## config.mk

```make
export PLATFORM = sky130hd
export DESIGN_NAME = ama_riscv_bp_spec_tracker
export DESIGN_NICKNAME = d
export VERILOG_FILES = /design/src/rtl/ama_riscv_bp_spec_tracker.sv
export SDC_FILE = /design/constraint.sdc
export NUM_CORES = 1
export LEC_CHECK = 0
export ABC_AREA = 1
export ABC_CLOCK_PERIOD_IN_PS = 23000
export BUFFER_PORTS_ARGS = -buffer_cell sky130_fd_sc_hd__buf_4
export CORE_ASPECT_RATIO = 1.4
export CORE_UTILIZATION = 45
export CTS_BUF_LIST = sky130_fd_sc_hd__clkbuf_16
export DETAILED_ROUTE_END_ITERATION = 16
export HOLD_SLACK_MARGIN = 0.12
export MAX_ROUTING_LAYER = met4
export PLACE_DENSITY_LB_ADDON = 0.12
export SYNTH_ARGS = -nofsm -noshare
export SYNTH_HDL_FRONTEND = slang
export SYNTH_SLANG_ARGS = --single-unit
```

## constraint.sdc

```tcl
create_clock -name clk_i -period 23 [get_ports clk_i]
set_clock_uncertainty 0.1 [all_clocks]
set_input_delay 1.15 -clock clk_i [delete_from_list [all_inputs] [get_ports clk_i]]
set_output_delay 1.15 -clock clk_i [all_outputs]
set_load 0.02 [all_outputs]
```

## src/rtl/ama_riscv_bp_spec_tracker.sv

```systemverilog
// Speculative branch tracker between decode and execute: a FIFO of predicted branches that feeds the predictor.
// Optional build macro BP_STATS_EN enables the saturating resolve/mispredict counters.
module ama_riscv_bp_spec_tracker #(
    parameter int DEPTH  = 4,
    parameter int ARCH_W = 32
) (
    input  logic              clk_i,
    input  logic              rst_i,
    input  logic              dec_br_i,
    input  logic [ARCH_W-1:0] dec_pc_i,
    input  logic [ARCH_W-1:0] dec_tgt_i,
    input  logic              dec_pred_i,
    input  logic              exe_res_v_i,
    input  logic              exe_taken_i,
    output logic              spec_enter_o,
    output logic              spec_resolve_o,
    output logic              br_res_o,
    output logic [ARCH_W-1:0] pc_exe_o,
    output logic              full_o,
    output logic              mispredict_o,
    output logic [ARCH_W-1:0] redirect_pc_o,
    output logic              err_underflow_o,
    output logic [31:0]       stat_resolved_o,
    output logic [31:0]       stat_mispred_o
);

    localparam int PTR_W = (DEPTH > 1) ? $clog2(DEPTH) : 1;
    localparam int CNT_W = $clog2(DEPTH + 1);
    localparam logic [CNT_W-1:0] DEPTH_C = CNT_W'(DEPTH);

    logic [ARCH_W-1:0] pc_q  [DEPTH];
    logic [ARCH_W-1:0] tgt_q [DEPTH];
    logic [DEPTH-1:0]  pred_q;

    logic [PTR_W-1:0] rd_q, rd_d;
    logic [PTR_W-1:0] wr_q, wr_d;
    logic [CNT_W-1:0] cnt_q, cnt_d;
    logic             err_q, err_d;

    logic              empty;
    logic              resolve;
    logic              misp;
    logic              enter;
    logic              is_full;
    logic [ARCH_W-1:0] head_pc;
    logic [ARCH_W-1:0] head_tgt;
    logic              head_pred;

    // Everything toward the predictor is gated by reset so outputs drop to zero asynchronously.
    always_comb begin
        empty     = (cnt_q == '0);
        head_pc   = pc_q[rd_q];
        head_tgt  = tgt_q[rd_q];
        head_pred = pred_q[rd_q];
        resolve   = exe_res_v_i & ~empty & ~rst_i;
        misp      = resolve & (head_pred != exe_taken_i);
        is_full   = (cnt_q == DEPTH_C) & ~resolve;
        enter     = dec_br_i & ~is_full & ~misp & ~rst_i;
    end

    always_comb begin
        spec_enter_o    = enter;
        spec_resolve_o  = resolve;
        br_res_o        = resolve & exe_taken_i;
        mispredict_o    = misp;
        full_o          = is_full;
        err_underflow_o = err_q;
        pc_exe_o        = '0;
        redirect_pc_o   = '0;
        if (!empty && !rst_i) begin
            pc_exe_o      = head_pc;
            redirect_pc_o = exe_taken_i ? head_tgt : head_pc + ARCH_W'(4);
        end
    end

    // A mispredict squashes every younger entry, so the queue restarts just past the popped head.
    always_comb begin
        rd_d  = rd_q;
        wr_d  = wr_q;
        cnt_d = cnt_q;
        err_d = err_q | (exe_res_v_i & empty);
        if (misp) begin
            rd_d  = rd_q + PTR_W'(1);
            wr_d  = rd_q + PTR_W'(1);
            cnt_d = '0;
        end else begin
            if (resolve) begin
                rd_d = rd_q + PTR_W'(1);
            end
            if (enter) begin
                wr_d = wr_q + PTR_W'(1);
            end
            if (enter && !resolve) begin
                cnt_d = cnt_q + CNT_W'(1);
            end else if (!enter && resolve) begin
                cnt_d = cnt_q - CNT_W'(1);
            end
        end
    end

    always_ff @(posedge clk_i or posedge rst_i) begin
        if (rst_i) begin
            rd_q  <= '0;
            wr_q  <= '0;
            cnt_q <= '0;
            err_q <= 1'b0;
        end else begin
            rd_q  <= rd_d;
            wr_q  <= wr_d;
            cnt_q <= cnt_d;
            err_q <= err_d;
        end
    end

    always_ff @(posedge clk_i or posedge rst_i) begin
        if (rst_i) begin
            for (int i = 0; i < DEPTH; i++) begin
                pc_q[i]  <= '0;
                tgt_q[i] <= '0;
            end
            pred_q <= '0;
        end else if (enter) begin
            pc_q[wr_q]   <= dec_pc_i;
            tgt_q[wr_q]  <= dec_tgt_i;
            pred_q[wr_q] <= dec_pred_i;
        end
    end

`ifdef BP_STATS_EN
    logic [31:0] stat_res_q, stat_res_d;
    logic [31:0] stat_mis_q, stat_mis_d;

    // Counters stick at all-ones rather than wrapping back to zero.
    always_comb begin
        stat_res_d = stat_res_q;
        stat_mis_d = stat_mis_q;
        if (resolve && stat_res_q != 32'hFFFF_FFFF) begin
            stat_res_d = stat_res_q + 32'd1;
        end
        if (misp && stat_mis_q != 32'hFFFF_FFFF) begin
            stat_mis_d = stat_mis_q + 32'd1;
        end
    end

    always_ff @(posedge clk_i or posedge rst_i) begin
        if (rst_i) begin
            stat_res_q <= '0;
            stat_mis_q <= '0;
        end else begin
            stat_res_q <= stat_res_d;
            stat_mis_q <= stat_mis_d;
        end
    end

    assign stat_resolved_o = stat_res_q;
    assign stat_mispred_o  = stat_mis_q;
`else
    assign stat_resolved_o = '0;
    assign stat_mispred_o  = '0;
`endif

endmodule

```

## After elaboration in Yosys (flattened, before gate mapping)

Cells that the tools add are included.

- Logic and storage cells: 81
- Bits of input ports: 70
- Memories kept: 0
- Register bits after elaboration: 268
- ROM bits: 0
- Latch bits: 0
- Bits in writable memories: 0

- Shift-type cells: 0
- Add/subtract/negate cells: 5
- Multipliers: 0
- Mux-type cells: 25
- Divide/modulo/power cells: 0
- Reductions and logical operators: 13
- $lt $le $gt $ge: 6
- Equality and inequality tests: 2
- Bitwise operators: 17

Operator list:

| operator | count |
|---|---|
| $bwmux 128 | 2 |
| $mux 32 | 8 |
| $bmux 32 s2 | 2 |
| $demux 32 s2 | 1 |
| $add 32x3->32 const B | 1 |
| $and 1x1->1 | 9 |
| $mux 3 | 3 |
| $mux 2 | 4 |
| $ge 3x3->1 const B | 2 |
| $lt 2x3->1 const B | 2 |
| $not 2->3 | 2 |
| $logic_and 1x1->1 | 5 |
| $not 1->1 | 5 |
| $add 2x1->2 const B | 2 |
| $bwmux 4 | 1 |
| $logic_not 1->1 | 4 |
| $reduce_bool 2->1 | 2 |
| $add 3x1->3 const B | 1 |
| $eq 3x3->1 const B | 1 |
| $logic_not 3->1 | 1 |
| $lt 3x1->1 const B | 1 |
| $reduce_bool 3->1 | 1 |
| $sub 3x1->3 const B | 1 |
| $bmux 1 s2 | 1 |
| other kinds (5) | 6 |

## Longest topological paths before layout

Gate-level depths: netlist of the first run.

- Depth in word-level cells: 15
- Depth in mapped cells: 16
- Depth with buffers taken out: 15

## Worst setup path after synthesis of the first run

OpenSTA, ideal clock, no wires.

- Kind: in2out
- From: in rst_i
- To: out redirect_pc_o[1]
- Stages on the path: 6
- Data arrival time: 8.458 ns
- Slack: 13.292 ns
- Data required time: 21.750 ns
- Buffers on the path: 1
- Cell sequence: inv_1 > nand2_2 > inv_1 > clkbuf_1 > o21ai_0 > a21oi_1

- Cells in the longest elaborated chain, start to end: 3

Ends and longest elaborated chain:

| item | line | source |
|---|---|---|
| start: declaration | 8 | `input logic rst_i,` |
| $logic_not 1->1 (no source line) | -- |  |
| $logic_and 1x1->1 | 70 | `if (!empty && !rst_i) begin` |
| $mux 32 | 70 |  |
| end: declaration | 21 | `output logic [ARCH_W-1:0] redirect_pc_o,` |

No other way between the ends.

## Final worst setup path of the first run

- From: reg rd_q[1]
- To: out redirect_pc_o[30]

- Cells in the longest elaborated chain, start to end: 7
- Elaborated cells on any way between the ends: 10
- Those cells by class: add/sub: 1; mux: 8; bitwise: 1

Ends and longest elaborated chain:

| item | line | source |
|---|---|---|
| start: declaration | 35 | `logic [PTR_W-1:0] rd_q, rd_d;` |
| start signal: assignment | 108 | `rd_q <= rd_d;` |
| $not 2->3 (implied by the code) * | 52, 53 |  |
| $bmux 32 s2 | 52 | `head_pc = pc_q[rd_q];` |
| $mux 32 (implied by the code) (2 in series) | 52 |  |
| $add 32x3->32 | 72 | `redirect_pc_o = exe_taken_i ? head_tgt : head_pc + ARCH_W'(4);` |
| $mux 32 * | 72 |  |
| $mux 32 * | 70 |  |

Every way passes the cells marked *; elsewhere a longest branch is shown, timed or not. The select of a mux whose other input is x is not followed.

==> results.json, run 1 <==
{
  "synthArstFlopShare_pct": 100,
  "yosysTopAreaCell": "dfrtp_1",
  "drv_slew": 0,
  "routed.top_layer": "met4",
  "fin_crit_ns": 5.77,
  "synth.avg_cell_area_um2": 7.63,
  "start_util_pct": 45.9,
  "synth_ff_type": "dfrtp_1",
  "antenna_cells": 0,
  "clock_path_buffers": 3,
  "cts_made_buffers": 28,
  "whs_ns": 0.375,
  "die_area_um2": 33900,
  "insertion_delay_ns": 0.56,
  "finalPower_mw": 2.42,
  "cts_tree": "yes",
  "tns_ns": 0,
  "synth_edf_count": 0,
  "maxClockFrequency_mhz": 173,
  "io_buffer_count": 139,
  "die_x_um": 156,
  "yosysTopAreaCellShare_pct": 45.0,
  "finalNonFillerCells": 2477,
  "nNetsFinal": 2094,
  "power_leakage_nw": 8.34,
  "wl_per_cell_um": 16.7,
  "cap_viol_max_count": 0,
  "ant_nets": 0,
  "cts.clk_slew.worst_paths_ns": 0.06,
  "vdd_drop_max_v": 0.0000630,
  "wl_um": 41400,
  "synth.most_common_cell": "nand2_1",
  "ctsRootBufferMaster": "clkbuf_16",
  "first_pass_iters": 7,
  "cts_resized": 0,
  "core_area_um2": 32500,
  "period_share_pct": 25.1,
  "arrival_ns": 4.52,
  "worstMarginPinSlew_ns": 0.981,
  "post_cts.repair.setup_buffers": 0,
  "gp_congestion": 0.974,
  "die_y_um": 217,
  "grt_start_max_net_pins": 131,
  "setup_viol": 0,
  "status": "finished, final reports clean",
  "setup.worst_path.class": "flip-flop to output pin",
  "crit_required_ns": 21.75,
  "hold_viol": 0,
  "syn2layout_area_growth_pct": 9.83,
  "grt_pass1_wl_um": 66800,
  "relSlewSlack_pct": 34.6,
  "worstHoldPathType": "flip-flop to flip-flop",
  "wl_met3_um": 1920,
  "yosysWarnings": 0,
  "ys_ff_latch": 268,
  "htree_levels": 1,
  "fp-row-count": 78,
  "clkSinkCount": 268,
  "antenna_found_initial": 0,
  "overflow": 0,
  "wl_met2_um": 19800,
  "drt_iter0_markers": 907,
  "powerDensity_nw_per_um2": 148,
  "drive_gt1_share_pct": 13.8,
  "ys_types": 40,
  "synth_area_leaders": "dfrtp_1 45%, nand2_1 17%, o21ai_0 5.0%",
  "n_fill_cell": 3328,
  "hold_buffers": 0,
  "syn_area_um2": 14900,
  "avgViaCountPerCell": 5.17,
  "grt_pass1_vias": 12300,
  "vias": 12796,
  "seq_area_frac_synth_pct": 45.0,
  "dp_hpwl_um": 27200,
  "syn_inst": 1955,
  "yosys-top-cells-count": "676 x nand2_1, 268 x dfrtp_1, 160 x nor2_1",
  "rsz0062_at_grt": "false",
  "startpoint_type": "flip-flop",
  "final_util_pct": 50.4,
  "wl_met1_um": 18000,
  "crit_fanout": 71,
  "grt_use_total_pct": 25.8,
  "drc": 0,
  "dp.cells": 2428,
  "num_io_pins": 204,
  "worstSetupEndpointType": "output pin"
}
power breakdown:
group / leakage [nW] / switching, mW / total (mW) / internal, mW
logic: 4.58 / 0.759 / 1.14 / 0.385
registers: 3.35 / 0.153 / 0.851 / 0.699
clock network: 0.412 / 0.191 / 0.428 / 0.237
total: 8.34 / 1.10 / 2.42 / 1.32
cell type report:
class	count	area (um^2)	area share, %
clock buffers	29	726	4.43
clock inverters	20	124	0.756
inverters	122	473	2.89
multi-input cells	1447	6660	40.7
flip-flops and latches	268	6710	41.0
well taps	440	551	3.36
repair buffers	151	1130	6.92
per-layer routing:
layer  GRT usage (%)  vias to the layer above
met5               -                        -
met4            11.1                        0
met3            2.43                       91
met2            41.3                      395
met1            33.4                     6010
li1                -                     6300
state kept, by name, summed over array words and instances, names as in the netlist:
register and count:
rd_q 2, pred_q 4, tgt_q 128, pc_q 128, cnt_q 3, err_underflow_o 1
wr_q 2
final timing paths:
kind,startpoint,slack (ns),end,depth (start not counted)
max,rd_q[1]$_DFFE_PP0P_,17.23,redirect_pc_o[30],14
min,tgt_q[119]$_DFFE_PP0P_,0.37,tgt_q[119]$_DFFE_PP0P_,2
max reg2reg,rd_q[1]$_DFFE_PP0P_,18.71,pc_q[121]$_DFFE_PP0P_,11
min reg2reg,tgt_q[119]$_DFFE_PP0P_,0.37,tgt_q[119]$_DFFE_PP0P_,2
max in group asynchronous,rst_i,20.71,pc_q[86]$_DFFE_PP0P_,3
min in group asynchronous,rst_i,0.59,cnt_q[1]$_DFFE_PP0P_,2
placed cells by master (no fill, tap or decap), types with 2 or more instances in the layout:
cell type and instances:
buf_4 151, nor2_1 160, clkinvlp_4 5, o22ai_1 6, nand3_1 89, conb_1 64
clkbuf_16 29, o211ai_1 3, clkinv_1 8, dfrtp_1 266, nand2_2 6, nand2_4 6
o221ai_1 18, o21ai_1 126, a31oi_1 8, a32o_1 2, xor2_1 10, inv_2 4
nand2_1 676, ha_1 5, nand4_1 10, nor2_4 5, o21ai_0 148, o21ai_2 58
nor2_2 6, nor3_1 2, a21oi_1 29, clkinv_2 3, inv_1 118
cells by family after synthesis:
family / after synthesis / share of synthesized area [%]
DFF: 268 / 45.0
other: 1 / 0.0251
buffers and inverters: 303 / 11.9
xor gates and xnor gates: 11 / 0.696
adders and majority gates: 6 / 0.554
and+or+nand+nor: 962 / 26.0
AOI/OAI and AO/OA: 404 / 15.8
critical path: stages, from the launching register on:
cell and delay, ns:
dfrtp_2 0.68, inv_2 0.50, buf_4 0.75, o211ai_1 0.18
nand2_1 0.21, ha_1 0.20, inv_1 0.05, nor2_2 0.19
nand2_1 0.13, nor2_1 0.40, nand2_1 0.10, nand2_1 0.07
nand2_1 0.07, a21oi_1 0.21, buf_4 0.18
per-stage QoR:
step / cell area (um^2) / worst slack, ns
2_1_floorplan: 15100 / 13.29
6_report: 16400 / 17.23
3_3_place_gp: 15500 / 17.92
4_1_cts: 16400 / 17.26
5_1_grt: 16400 / 16.98
3_5_place_dp: 15500 / 17.89
Power figures use the tool's default switching activity.
==> run 2: changes to the inputs <==
ABC_CLOCK_PERIOD_IN_PS = 4700   (was 23000)
clock period = 4.7 ns   (was 23 ns; I/O delays follow)
==> run 2 against run 1 <==
  * Utilization up 3.1 points
  * Global-route usage up 2.0 points
  * Routed wire length up 7.4%
  * Register-to-register slack worse by 17 ns
  * Non-clock buffer count up 77
  * Sequential power rose to 4.8 times the previous value
==> results.json, run 2 (synthesis gave the netlist of run 1 again) <==
{
  "start_util_pct": 45.9,
  "path_cells": "buf_12, nor2_1, nor2_1, o21ai_1, nand2_1, ha_1, inv_1, nor2_2, nand2_1, nor2_2, nand2_1, xor2_1, a21oi_1, buf_4",
  "ctsRootBufferMaster": "clkbuf_16",
  "antenna_found_initial": 0,
  "worstMarginPinSlew_ns": 1.02,
  "timing.final.ws_setup_ns": 0.604,
  "grt_pass1_vias": 12878,
  "top_regs": "pc_q x128, tgt_q x128, pred_q x4",
  "io_buffer_count": 139,
  "drive_gt1_share_pct": 16.9,
  "grt_pass1_wl_um": 71200,
  "maxClockFrequency_mhz": 244,
  "power_leakage_nw": 8.72,
  "post-place-ws_ns": 1.30,
  "cts_tree": "yes",
  "drc": 0,
  "worstSetupEndpointType": "output pin",
  "whs_ns": 0.380,
  "hold_viol": 0,
  "relSlewSlack_pct": 32.3,
  "drv_slew": 0,
  "first_pass_iters": 6,
  "setup.worst_path.class": "flip-flop to output pin",
  "gp_congestion": 0.970,
  "crit_buf_inv": 3,
  "die_y_um": 217,
  "clkSinkCount": 268,
  "layout_common_cells": "616 x nand2_1, 266 x dfrtp_1, 205 x o21ai_1",
  "wl_per_cell_um": 17.4,
  "dp_hpwl_um": 29400,
  "worstHoldPathType": "flip-flop to flip-flop",
  "rsz0062_at_grt": "false",
  "avgViaCountPerCell": 5.22,
  "grt_use_total_pct": 27.8,
  "vias": 13342,
  "num_io_pins": 204,
  "die_x_um": 156,
  "critPathMaxStageDelay_ns": 0.48,
  "antenna_cells": 0,
  "insertion_delay_ns": 0.56,
  "clock_path_buffers": 3,
  "crit_path_frequent_cell": "nand2_1",
  "crit_required_ns": 4.37,
  "placed_cell_area_um2": 15800,
  "setup_viol": 0,
  "arrival_ns": 3.76,
  "cts.clk_slew.worst_paths_ns": 0.06,
  "cts_made_buffers": 29,
  "ant_nets": 0,
  "cap_viol_max_count": 0,
  "die_area_um2": 33900,
  "vdd_drop_max_v": 0.000354,
  "fin_crit_ns": 4.10,
  "nNetsFinal": 2172,
  "slowest_stage": "buf_12",
  "startpoint_type": "flip-flop",
  "status": "finished, final reports clean",
  "period_share_pct": 87.2,
  "layout_commonest_cell": "nand2_1",
  "overflow": 0,
  "dp.cells": 2436,
  "cp_top_family": "simple AND/OR/NAND/NOR gates",
  "syn2layout_area_growth_pct": 16.6,
  "grt_start_max_net_pins": 137,
  "drt_iter0_markers": 869,
  "cts_resized": 0,
  "n_fill_cell": 3216,
  "fp-row-count": 78,
  "post-route-cell-area_um2": 17400,
  "finalNonFillerCells": 2557,
  "htree_levels": 1,
  "powerDensity_nw_per_um2": 716,
  "core_area_um2": 32500,
  "wl_um": 44500,
  "crit_fanout": 136
}
==> run 2: cell type report <==
class	instances	area (um^2)	share of cell area (%)
well taps	440	551	3.17
clock inverters	23	161	0.928
clock buffers	29	726	4.17
inverters	122	472	2.71
multi-input cells	1447	6820	39.2
repair buffers	228	1950	11.2
flip-flops and latches	268	6710	38.6
==> run 2: metal layers <==
layer	vias up	share of wire (%)	track usage [%]
li1	6453	-	-
met1	6364	44	36.3
met2	434	47	44.6
met3	91	5.7	3.37
met4	0	3.3	9.64
met5	-	0	-
==> run 2: tightest hold or removal path: stages (launching register included) <==
cell	delay (ns)
dfrtp_1	0.35
nand2_2	0.06
o21ai_2	0.04
==> run 2: timing repair <==
item	CTS	global route
setup buffers	0	0
hold buffers	69	0
endpoints found under the hold margin	391	0
==> run 2: path summary, 6_finish.rpt <==
kind	start	to	slack, ns	depth (start not counted)
worst max-delay path	rd_q[0]$_DFFE_PP0P_	redirect_pc_o[18]	0.60	14
worst min-delay path	tgt_q[125]$_DFFE_PP0P_	tgt_q[125]$_DFFE_PP0P_	0.38	2
min in group asynchronous	rst_i	tgt_q[1]$_DFFE_PP0P_	0.42	4
max in group asynchronous	rst_i	pc_q[105]$_DFFE_PP0P_	2.49	5
worst min register to register	tgt_q[125]$_DFFE_PP0P_	tgt_q[125]$_DFFE_PP0P_	0.38	2
worst max register to register	rd_q[0]$_DFFE_PP0P_	pc_q[40]$_DFFE_PP0P_	1.56	12
==> run 2: per-stage QoR <==
step           utilization [%]  power (mW)  setup TNS [ns]
2_1_floorplan                -        8.44         -392.55
3_3_place_gp              48.7        10.1               0
6_report                  53.5        12.5               0
4_1_cts                   53.5        12.5               0
5_1_grt                   53.5        13.5               0
3_5_place_dp              48.7        10.2               0
==> run 2: power by group <==
group          internal (mW)  total [mW]  switching [mW]
sequential              3.42        4.07           0.648
clock                   1.22        2.18           0.957
combinational           2.05        6.20            4.15
total                   6.70        12.5            5.76
